[config.mk]
export PLATFORM = sky130hd
export DESIGN_NAME = alu_result_ctrl
export DESIGN_NICKNAME = d
export VERILOG_FILES = /design/src/rtl/alu_pkg.sv /design/src/rtl/alu_div_timer.sv /design/src/rtl/alu_result_ctrl.sv
export SDC_FILE = /design/constraint.sdc
export NUM_CORES = 1
export LEC_CHECK = 0
export ABC_AREA = 1
export BUFFER_PORTS_ARGS = -buffer_cell sky130_fd_sc_hd__buf_2
export CAP_MARGIN = 20
export CELL_PAD_IN_SITES_DETAIL_PLACEMENT = 0
export CELL_PAD_IN_SITES_GLOBAL_PLACEMENT = 1
export CORE_AREA = 2 2 112 114
export DETAILED_ROUTE_END_ITERATION = 7
export DIE_AREA = 0 0 114 116
export PLACE_DENSITY = 0.81
export SLEW_MARGIN = 5
export SYNTH_ARGS = -nofsm -noshare
export SYNTH_HDL_FRONTEND = slang
export SYNTH_SLANG_ARGS = --single-unit
[constraint.sdc]
create_clock -name CLK -period 2 [get_ports CLK]
set_input_delay 0.3 -clock CLK [delete_from_list [all_inputs] [get_ports CLK]]
set_output_delay 0.3 -clock CLK [all_outputs]
set_load 0.005 [all_outputs]
[src/rtl/alu_pkg.sv]
// Shared encodings and defaults for the ALU result sequencer.
package alu_pkg;

  localparam int unsigned W_DEF           = 16;
  localparam int unsigned RD_W_DEF        = 4;
  localparam int unsigned DIV_TIMEOUT_DEF = 24;

  typedef enum logic [2:0] {
    OP_ADD = 3'd0,
    OP_SUB = 3'd1,
    OP_MUL = 3'd2,
    OP_AND = 3'd3,
    OP_OR  = 3'd4,
    OP_XOR = 3'd5,
    OP_DIV = 3'd6,
    OP_REM = 3'd7
  } alu_op_e;

  typedef enum logic [1:0] {
    ST_IDLE     = 2'd0,
    ST_CAPTURE  = 2'd1,
    ST_DIV_WAIT = 2'd2,
    ST_HOLD     = 2'd3
  } ctrl_state_e;

  function automatic logic is_div_op(input alu_op_e op);
    return (op == OP_DIV) || (op == OP_REM);
  endfunction

endpackage

[src/rtl/alu_div_timer.sv]
// Clear/enable up-counter that saturates at TERMINAL-1 and flags it.
module alu_div_timer #(
  parameter int unsigned TERMINAL = 24,
  parameter int unsigned CW       = $clog2(TERMINAL)
) (
  input  logic          clk,
  input  logic          rst_n,
  input  logic          clr,
  input  logic          en,
  output logic [CW-1:0] count,
  output logic          tc_c
);

  logic [CW-1:0] count_q;
  logic [CW-1:0] count_d;

  assign tc_c  = (count_q == CW'(TERMINAL - 1));
  assign count = count_q;

  always_comb begin
    count_d = count_q;
    if (clr) begin
      count_d = '0;
    end else if (en && !tc_c) begin
      count_d = count_q + CW'(1);
    end
  end

  always_ff @(posedge clk or negedge rst_n) begin
    if (!rst_n) begin
      count_q <= '0;
    end else begin
      count_q <= count_d;
    end
  end

endmodule

[src/rtl/alu_result_ctrl.sv]
// Sequences one ALU op at a time: starts the divider if needed, captures the
// selected result and holds it for register writeback under valid/ready.
module alu_result_ctrl
  import alu_pkg::*;
#(
  parameter int unsigned W           = W_DEF,
  parameter int unsigned RD_W        = RD_W_DEF,
  parameter int unsigned DIV_TIMEOUT = DIV_TIMEOUT_DEF
) (
  input  logic            CLK,
  input  logic            RST_N,
  input  logic            ISSUE_VALID,
  output logic            ISSUE_READY,
  input  logic [2:0]      ISSUE_OP,
  input  logic [RD_W-1:0] ISSUE_RD,
  input  logic [W-1:0]    S,
  input  logic [W-1:0]    D,
  input  logic [W-1:0]    P,
  input  logic [W-1:0]    AND_OUT,
  input  logic [W-1:0]    OR_OUT,
  input  logic [W-1:0]    XOR_OUT,
  input  logic [2*W-1:0]  DIV_Q,
  input  logic            DIV_QVALID,
  output logic            DIV_START,
  output logic            WB_VALID,
  input  logic            WB_READY,
  output logic [RD_W-1:0] WB_RD,
  output logic [W-1:0]    WB_DATA,
  output logic [W-1:0]    WB_REM,
  output logic            WB_ZERO,
  output logic            WB_ERR
);

  localparam int unsigned TW = $clog2(DIV_TIMEOUT);

  ctrl_state_e     state_q, state_d;
  alu_op_e         op_q, op_d;
  logic [RD_W-1:0] rd_q, rd_d;
  logic            div_start_q, div_start_d;
  logic            wb_valid_q, wb_valid_d;
  logic [RD_W-1:0] wb_rd_q, wb_rd_d;
  logic [W-1:0]    wb_data_q, wb_data_d;
  logic [W-1:0]    wb_rem_q, wb_rem_d;
  logic            wb_zero_q, wb_zero_d;
  logic            wb_err_q, wb_err_d;

  logic [TW-1:0]   timer;
  logic            timer_tc_c;
  logic            timer_clr_c;
  logic            timer_en_c;
  logic [W-1:0]    sel_result_c;
  logic [W-1:0]    div_quo_c;
  logic [W-1:0]    div_rem_c;
  logic            qvalid_ok_c;
  alu_op_e         issue_op_c;

  assign issue_op_c  = alu_op_e'(ISSUE_OP);
  assign div_quo_c   = DIV_Q[2*W-1:W];
  assign div_rem_c   = DIV_Q[W-1:0];
  assign timer_clr_c = (state_q != ST_DIV_WAIT);
  assign timer_en_c  = (state_q == ST_DIV_WAIT);
  // A valid seen on the entry cycle may belong to an aborted op, so it is ignored.
  assign qvalid_ok_c = DIV_QVALID && (timer != '0);

  alu_div_timer #(
    .TERMINAL (DIV_TIMEOUT),
    .CW       (TW)
  ) u_div_timer (
    .clk   (CLK),
    .rst_n (RST_N),
    .clr   (timer_clr_c),
    .en    (timer_en_c),
    .count (timer),
    .tc_c  (timer_tc_c)
  );

  // Single-cycle result select for the latched op.
  always_comb begin
    sel_result_c = '0;
    case (op_q)
      OP_ADD:  sel_result_c = S;
      OP_SUB:  sel_result_c = D;
      OP_MUL:  sel_result_c = P;
      OP_AND:  sel_result_c = AND_OUT;
      OP_OR:   sel_result_c = OR_OUT;
      OP_XOR:  sel_result_c = XOR_OUT;
      default: sel_result_c = '0;
    endcase
  end

  // Next-state and registered-output logic.
  always_comb begin
    state_d     = state_q;
    op_d        = op_q;
    rd_d        = rd_q;
    div_start_d = 1'b0;
    wb_valid_d  = wb_valid_q;
    wb_rd_d     = wb_rd_q;
    wb_data_d   = wb_data_q;
    wb_rem_d    = wb_rem_q;
    wb_zero_d   = wb_zero_q;
    wb_err_d    = wb_err_q;

    case (state_q)
      ST_IDLE: begin
        if (ISSUE_VALID) begin
          op_d = issue_op_c;
          rd_d = ISSUE_RD;
          if (is_div_op(issue_op_c)) begin
            state_d     = ST_DIV_WAIT;
            div_start_d = 1'b1;
          end else begin
            state_d = ST_CAPTURE;
          end
        end
      end

      ST_CAPTURE: begin
        wb_valid_d = 1'b1;
        wb_rd_d    = rd_q;
        wb_data_d  = sel_result_c;
        wb_rem_d   = '0;
        wb_zero_d  = (sel_result_c == '0);
        wb_err_d   = 1'b0;
        state_d    = ST_HOLD;
      end

      ST_DIV_WAIT: begin
        if (qvalid_ok_c) begin
          wb_valid_d = 1'b1;
          wb_rd_d    = rd_q;
          wb_data_d  = (op_q == OP_REM) ? div_rem_c : div_quo_c;
          wb_rem_d   = div_rem_c;
          wb_zero_d  = (((op_q == OP_REM) ? div_rem_c : div_quo_c) == '0);
          wb_err_d   = 1'b0;
          state_d    = ST_HOLD;
        end else if (timer_tc_c) begin
          wb_valid_d = 1'b1;
          wb_rd_d    = rd_q;
          wb_data_d  = '1;
          wb_rem_d   = '0;
          wb_zero_d  = 1'b0;
          wb_err_d   = 1'b1;
          state_d    = ST_HOLD;
        end
      end

      ST_HOLD: begin
        if (WB_READY) begin
          wb_valid_d = 1'b0;
          wb_err_d   = 1'b0;
          state_d    = ST_IDLE;
        end
      end

      default: state_d = ST_IDLE;
    endcase
  end

  always_ff @(posedge CLK or negedge RST_N) begin
    if (!RST_N) begin
      state_q     <= ST_IDLE;
      op_q        <= OP_ADD;
      rd_q        <= '0;
      div_start_q <= 1'b0;
      wb_valid_q  <= 1'b0;
      wb_rd_q     <= '0;
      wb_data_q   <= '0;
      wb_rem_q    <= '0;
      wb_zero_q   <= 1'b0;
      wb_err_q    <= 1'b0;
    end else begin
      state_q     <= state_d;
      op_q        <= op_d;
      rd_q        <= rd_d;
      div_start_q <= div_start_d;
      wb_valid_q  <= wb_valid_d;
      wb_rd_q     <= wb_rd_d;
      wb_data_q   <= wb_data_d;
      wb_rem_q    <= wb_rem_d;
      wb_zero_q   <= wb_zero_d;
      wb_err_q    <= wb_err_d;
    end
  end

  assign ISSUE_READY = (state_q == ST_IDLE);
  assign DIV_START   = div_start_q;
  assign WB_VALID    = wb_valid_q;
  assign WB_RD       = wb_rd_q;
  assign WB_DATA     = wb_data_q;
  assign WB_REM      = wb_rem_q;
  assign WB_ZERO     = wb_zero_q;
  assign WB_ERR      = wb_err_q;

endmodule

== Word-level counts from Yosys, hierarchy flattened ==
Cells that the tools add are included.
W data, S select, Z words.
Cells by class
  $add $sub $neg: 1
  eq/ne operators: 16
  muxes and demuxes: 31
  reduce and logical (&&, ||, !) cells: 16
Operators with widths (count)
  $pmux W16 S6: 1
  $mux W16: 5
  $pmux W16 S2: 2
  $logic_not A16 Y1: 2
  $eq A3 B3 Y1 const B: 5
  $mux W2: 5
  $mux W5: 2
  $mux W1: 9
  $mux W4: 2
  $pmux W2 S4: 1
  $pmux W4 S2: 1
  $eq A3 B2 Y1 const B: 2
  $ne A2 B2 Y1 const B: 3
  $pmux W1 S3: 2
  $reduce_and A3 Y1: 2
  $add A5 B1 Y5 const B: 1
  $eq A5 B5 Y1 const B: 1
  $reduce_bool A5 Y1: 1
  $eq A2 B2 Y1 const B: 2
  $reduce_and A2 Y1: 2
  $reduce_bool A2 Y1: 2
  $eq A3 B1 Y1 const B: 1
  $logic_not A3 Y1: 1
  $ne A3 B3 Y1 const B: 1
  other kinds (7): 8
Storage, ports and cells
  register bits after elaboration: 54
  input bits: 140
  output and inout bits: 41

== Depth between registers and ports, before layout ==
  word-level depth: 5
  gate-level depth with buffers: 13
  depth with buffers taken out: 12

== Cells and area by module ==
A second synthesis with hierarchy kept.
Unflattened totals
  cells, all modules: 564
  area total of the unflattened synthesis: 3696.0 sq um
By module, submodules not included
  alu_result_ctrl: instances 1, cells each 527, area an instance 3409.5 sq um, seq. area each 1226.2 sq um
  alu_div_timer: instances 1, cells each 37, area an instance 286.5 sq um, seq. area each 125.1 sq um

== Least setup slack after synthesis ==
Ideal clock, no wire load.
  path kind: register to register
  start point: register u_div_timer.count_q[0] (netlist: u_div_timer.count[0])
  end point: register wb_data_q[2] (netlist: WB_DATA[2])
  arrival time: 1.525 ns
  path slack: 0.352 ns
  stages on the path, launching flop included: 11
  buffers on the path: 1
  clock period less this slack: 1.648 ns
  path through: dfrtp_1 ha_1 nand2_1 nor3_2 nor2_1 nand2_1 nand2_2 clkbuf_1 a21oi_1 o21ai_0 nand2_1
Between the ends
  cells in the longest elaborated chain, start to end: 4
Ends and longest elaborated chain
  start, declared: line alu_div_timer.sv:14  | logic [CW-1:0] count_q;
  start signal, assigned: line alu_div_timer.sv:33  | count_q <= count_d;
  $reduce_bool A5 Y1: line alu_result_ctrl.sv:63  | assign qvalid_ok_c = DIV_QVALID && (timer != '0);
  $logic_and A1 B1 Y1: line alu_result_ctrl.sv:63
  $mux W16 or $ne A3 B3 Y1 (tied branches)
  $pmux W16 S2 or $reduce_and A2 Y1 (tied branches)
  end signal, assigned: line alu_result_ctrl.sv:179  | wb_data_q <= wb_data_d;
  end, declared: line alu_result_ctrl.sv:42  | logic [W-1:0] wb_data_q, wb_data_d;
Several ways; a longest one is shown, not always the timed one.
A chain may end at the register's enable or synchronous reset.

== Worst setup path after layout ==
  start point: register u_div_timer.count_q[0] (netlist: u_div_timer.count[0])
  end point: register wb_rem_q[5] (netlist: WB_REM[5])
Between the ends
  cells in the longest elaborated chain, start to end: 4
Ends and longest elaborated chain
  $reduce_bool A5 Y1: line alu_result_ctrl.sv:63
  $logic_and A1 B1 Y1: line alu_result_ctrl.sv:63
  $mux W16 or $ne A3 B3 Y1 (tied branches)
  $pmux W16 S2 or $reduce_and A2 Y1 (tied branches)
  end signal, assigned: line alu_result_ctrl.sv:180  | wb_rem_q <= wb_rem_d;
  end, declared: line alu_result_ctrl.sv:43  | logic [W-1:0] wb_rem_q, wb_rem_d;
Several ways; a longest one is shown, not always the timed one.

==> flow_summary.yaml <==
die:
  start_util_pct: 30.8
  die-area_mm2: 0.0132
  io_pins: 181
  rows: 40
  die_h_um: 116
  die_w_um: 114
  core_area_mm2: 0.0119
routing:
  via_per_inst: 4.87
  drt_iter0_markers: 287
  ant_nets: 0
  dr.pass1.iters: 5
  wl_per_cell_um: 14.8
  vias: 4307
  route.detailed.drc: 0
  drt-total-wl_um: 13100
sta:
  finClkSkew_ns: 0.00643
  setup_tns_ns: 0
  max_slew_margin_pct: 60.6
  setup_violations: 0
  fmax_mhz: 549
  hold_ws_ns: 0.00726
  worst_pin_slew_ns: 0.590
  rsz0062_at_grt: "no"
  period_share_pct: 91.1
  maxSlewViolCount: 0
  hold_viol_final: 0
  fin_crit_ns: 1.82
cts:
  ctsHoldBuffers: 0
  cts_root_buf: "clkbuf_16"
  tritoncts: "yes"
  cts_setup_buffers: 0
  cts.sinks: 54
  clock_latency_ns: 0.29
  clkSlewWorstSetupHoldPaths_ns: 0.07
  cts_buffer_depth: 2
  htree_levels: 2
  cts_made_buffers: 5
critical_path:
  critPathMaxFanout: 20
  crit_start: "u_div_timer.count[0]$_DFFE_PN0P_"
  worst_ep_required_time_ns: 2.18
  end_kind: "flop"
  r2r_start: "u_div_timer.count[0]$_DFFE_PN0P_"
  cp.arrival_ns: 2.00
  path_class: "reg2reg"
  ff2ff_path_depth: 8
  critPathLaunchType: "flop"
placed_design:
  gp_congestion: 0.868
  dp_hpwl_um: 10800
  placed_area_mm2: 0.00477
  io_buffers: 180
logic_synthesis:
  synthCells: 558
  netlist_area_mm2: 0.00366
  syn-num-nets: 703
  yosysUniqueCellTypes: 25
  synth_seq_area_share_pct: 36.9
  ys_warn_count: 0
  synth_seq_cells: 54
  syn_avg_cell_area_um2: 6.57
global_routing:
  grt_max_degree: 32
  antenna_found_initial: 0
  overflow: 0
  grt_pass1_wl_um: 20800
  grt_usage_pct: 19.6
  grt_pass1_vias: 4266
cells_and_area:
  num-fill-cells: 1299
  final_area_mm2: 0.00497
  regArea_mm2: 0.00135
  drive_above_1_share_pct: 30.7
  area.growth.synth_to_final_pct: 35.6
  fin_util_pct: 41.7
  multi_input_area_mm2: 0.00190
  diodes: 0
  layout.nets: 881
  final_cell_mix: "buf_2 (180), nand2_1 (153), nor2_1 (68)"
  final_common_cell: "buf_2"
power_and_ir_drop:
  power_mw: 6.73
  vdd.ir_drop.worst_mv: 0.472
  power_density_mw_per_mm2: 1350
  p_leak_nw: 2.85
min_path:
  hp-class: "in2async"
job:
  drv_cap: 0
status:
  status: "complete, no violations"
-- area by class of cell --
class                      instances  share of cell area, %
multi-input combinational        403                   38.3
sequential                        54                   27.2
timing repair buffer             204                   22.3
inverter                          68                   5.13
tap                              147                   3.70
clock buffer                       5                   2.52
clock inverter                     3                  0.881
-- what timing repair did --
item,4_1_cts,5_1_grt
endpoints found under the setup margin,0,33
resized for setup,0,8
hold endpoints to repair,0,0
-- worst paths after layout --
path	to	slack [ns]
worst max register to register	WB_REM[5]$_DFFE_PN0P_	0.18
worst max-delay path	WB_REM[5]$_DFFE_PN0P_	0.18
worst min-delay path	WB_DATA[6]$_DFFE_PN0P_	0.007
max in group asynchronous	WB_REM[2]$_DFFE_PN0P_	1.34
min in group CLK	WB_REM[7]$_DFFE_PN0P_	0.27
worst min register to register	WB_DATA[6]$_DFFE_PN0P_	0.48
-- where the power goes --
group	switching, mW	internal, mW	leakage (nW)
sequential	0.250	1.46	0.689
combinational	2.61	1.42	2.08
clock	0.393	0.593	0.0842
-- cell families after synthesis --
| family | count (synthesis) | synth area share [%] |
|---|---|---|
| fa+ha+maj | 5 | 1.71 |
| compound gates | 95 | 14.1 |
| buf+inv | 101 | 11.9 |
| simple gates | 302 | 35.1 |
| flops | 54 | 36.9 |
| xor+xnor | 1 | 0.239 |
-- synth_stat cells --
| cell | number | area share [%] |
|---|---|---|
| clkbuf_1 | 12 | 1.2 |
| nand3_1 | 38 | 5.2 |
| nand2_1 | 153 | 16 |
| buf_2 | 14 | 1.9 |
| nor2_1 | 71 | 7.3 |
| a21oi_1 | 22 | 3.0 |
| inv_2 | 2 | 0.20 |
| ha_1 | 5 | 1.7 |
| dfrtp_1 | 54 | 37 |
| nand3_2 | 1 | 0.27 |
| o31ai_1 | 7 | 1.4 |
| buf_6 | 4 | 1.2 |
| o21ai_1 | 5 | 0.68 |
| nor3_2 | 1 | 0.27 |
| nand2_2 | 1 | 0.17 |
| o21a_1 | 1 | 0.20 |
| xor2_1 | 1 | 0.24 |
| inv_1 | 65 | 6.7 |
| nand4_1 | 35 | 6.0 |
| clkinv_1 | 1 | 0.10 |
| o221ai_1 | 5 | 1.2 |
| nor3_1 | 2 | 0.27 |
| a21oi_2 | 1 | 0.24 |
| buf_4 | 3 | 0.61 |
| o21ai_0 | 54 | 7.4 |
-- flip-flops by register name, summed over array words and instances, names as in the netlist --
register	cells
WB_DATA	16
WB_REM	16
u_div_timer.count	5
WB_RD	4
rd_q	4
op_q	3
state_q	2
DIV_START	1
WB_ERR	1
WB_VALID	1
WB_ZERO	1
-- per-stage QoR --
step | setup slack (ns) | instances
6_report | 0.178 | 884
5_1_grt | 0.000713 | 884
4_1_cts | 0.0848 | 884
3_5_place_dp | 0.115 | 876
3_3_place_gp | 0.173 | 876
2_1_floorplan | 0.352 | 558
-- worst max-delay path: stages (launching register included) --
cell     delay, ns
dfrtp_1       0.37
ha_1          0.16
nand2_1       0.11
nor3_2        0.25
nor2_2        0.09
nand2_1       0.12
nand2_4       0.13
buf_4         0.23
o31ai_1       0.25
-- per-layer routing --
| layer | wire length (um) | up-vias | track usage [%] | part of all wire [%] |
|---|---|---|---|---|
| li1 | - | 2170 | - | - |
| met1 | 6180 | 1936 | 26.7 | 47 |
| met2 | 5850 | 183 | 32.8 | 45 |
| met3 | 834 | 18 | 3.03 | 6.4 |
| met4 | 230 | 0 | 4.88 | 1.8 |
| met5 | 0 | - | 0 | 0 |
Power figures use the tool's default switching activity.
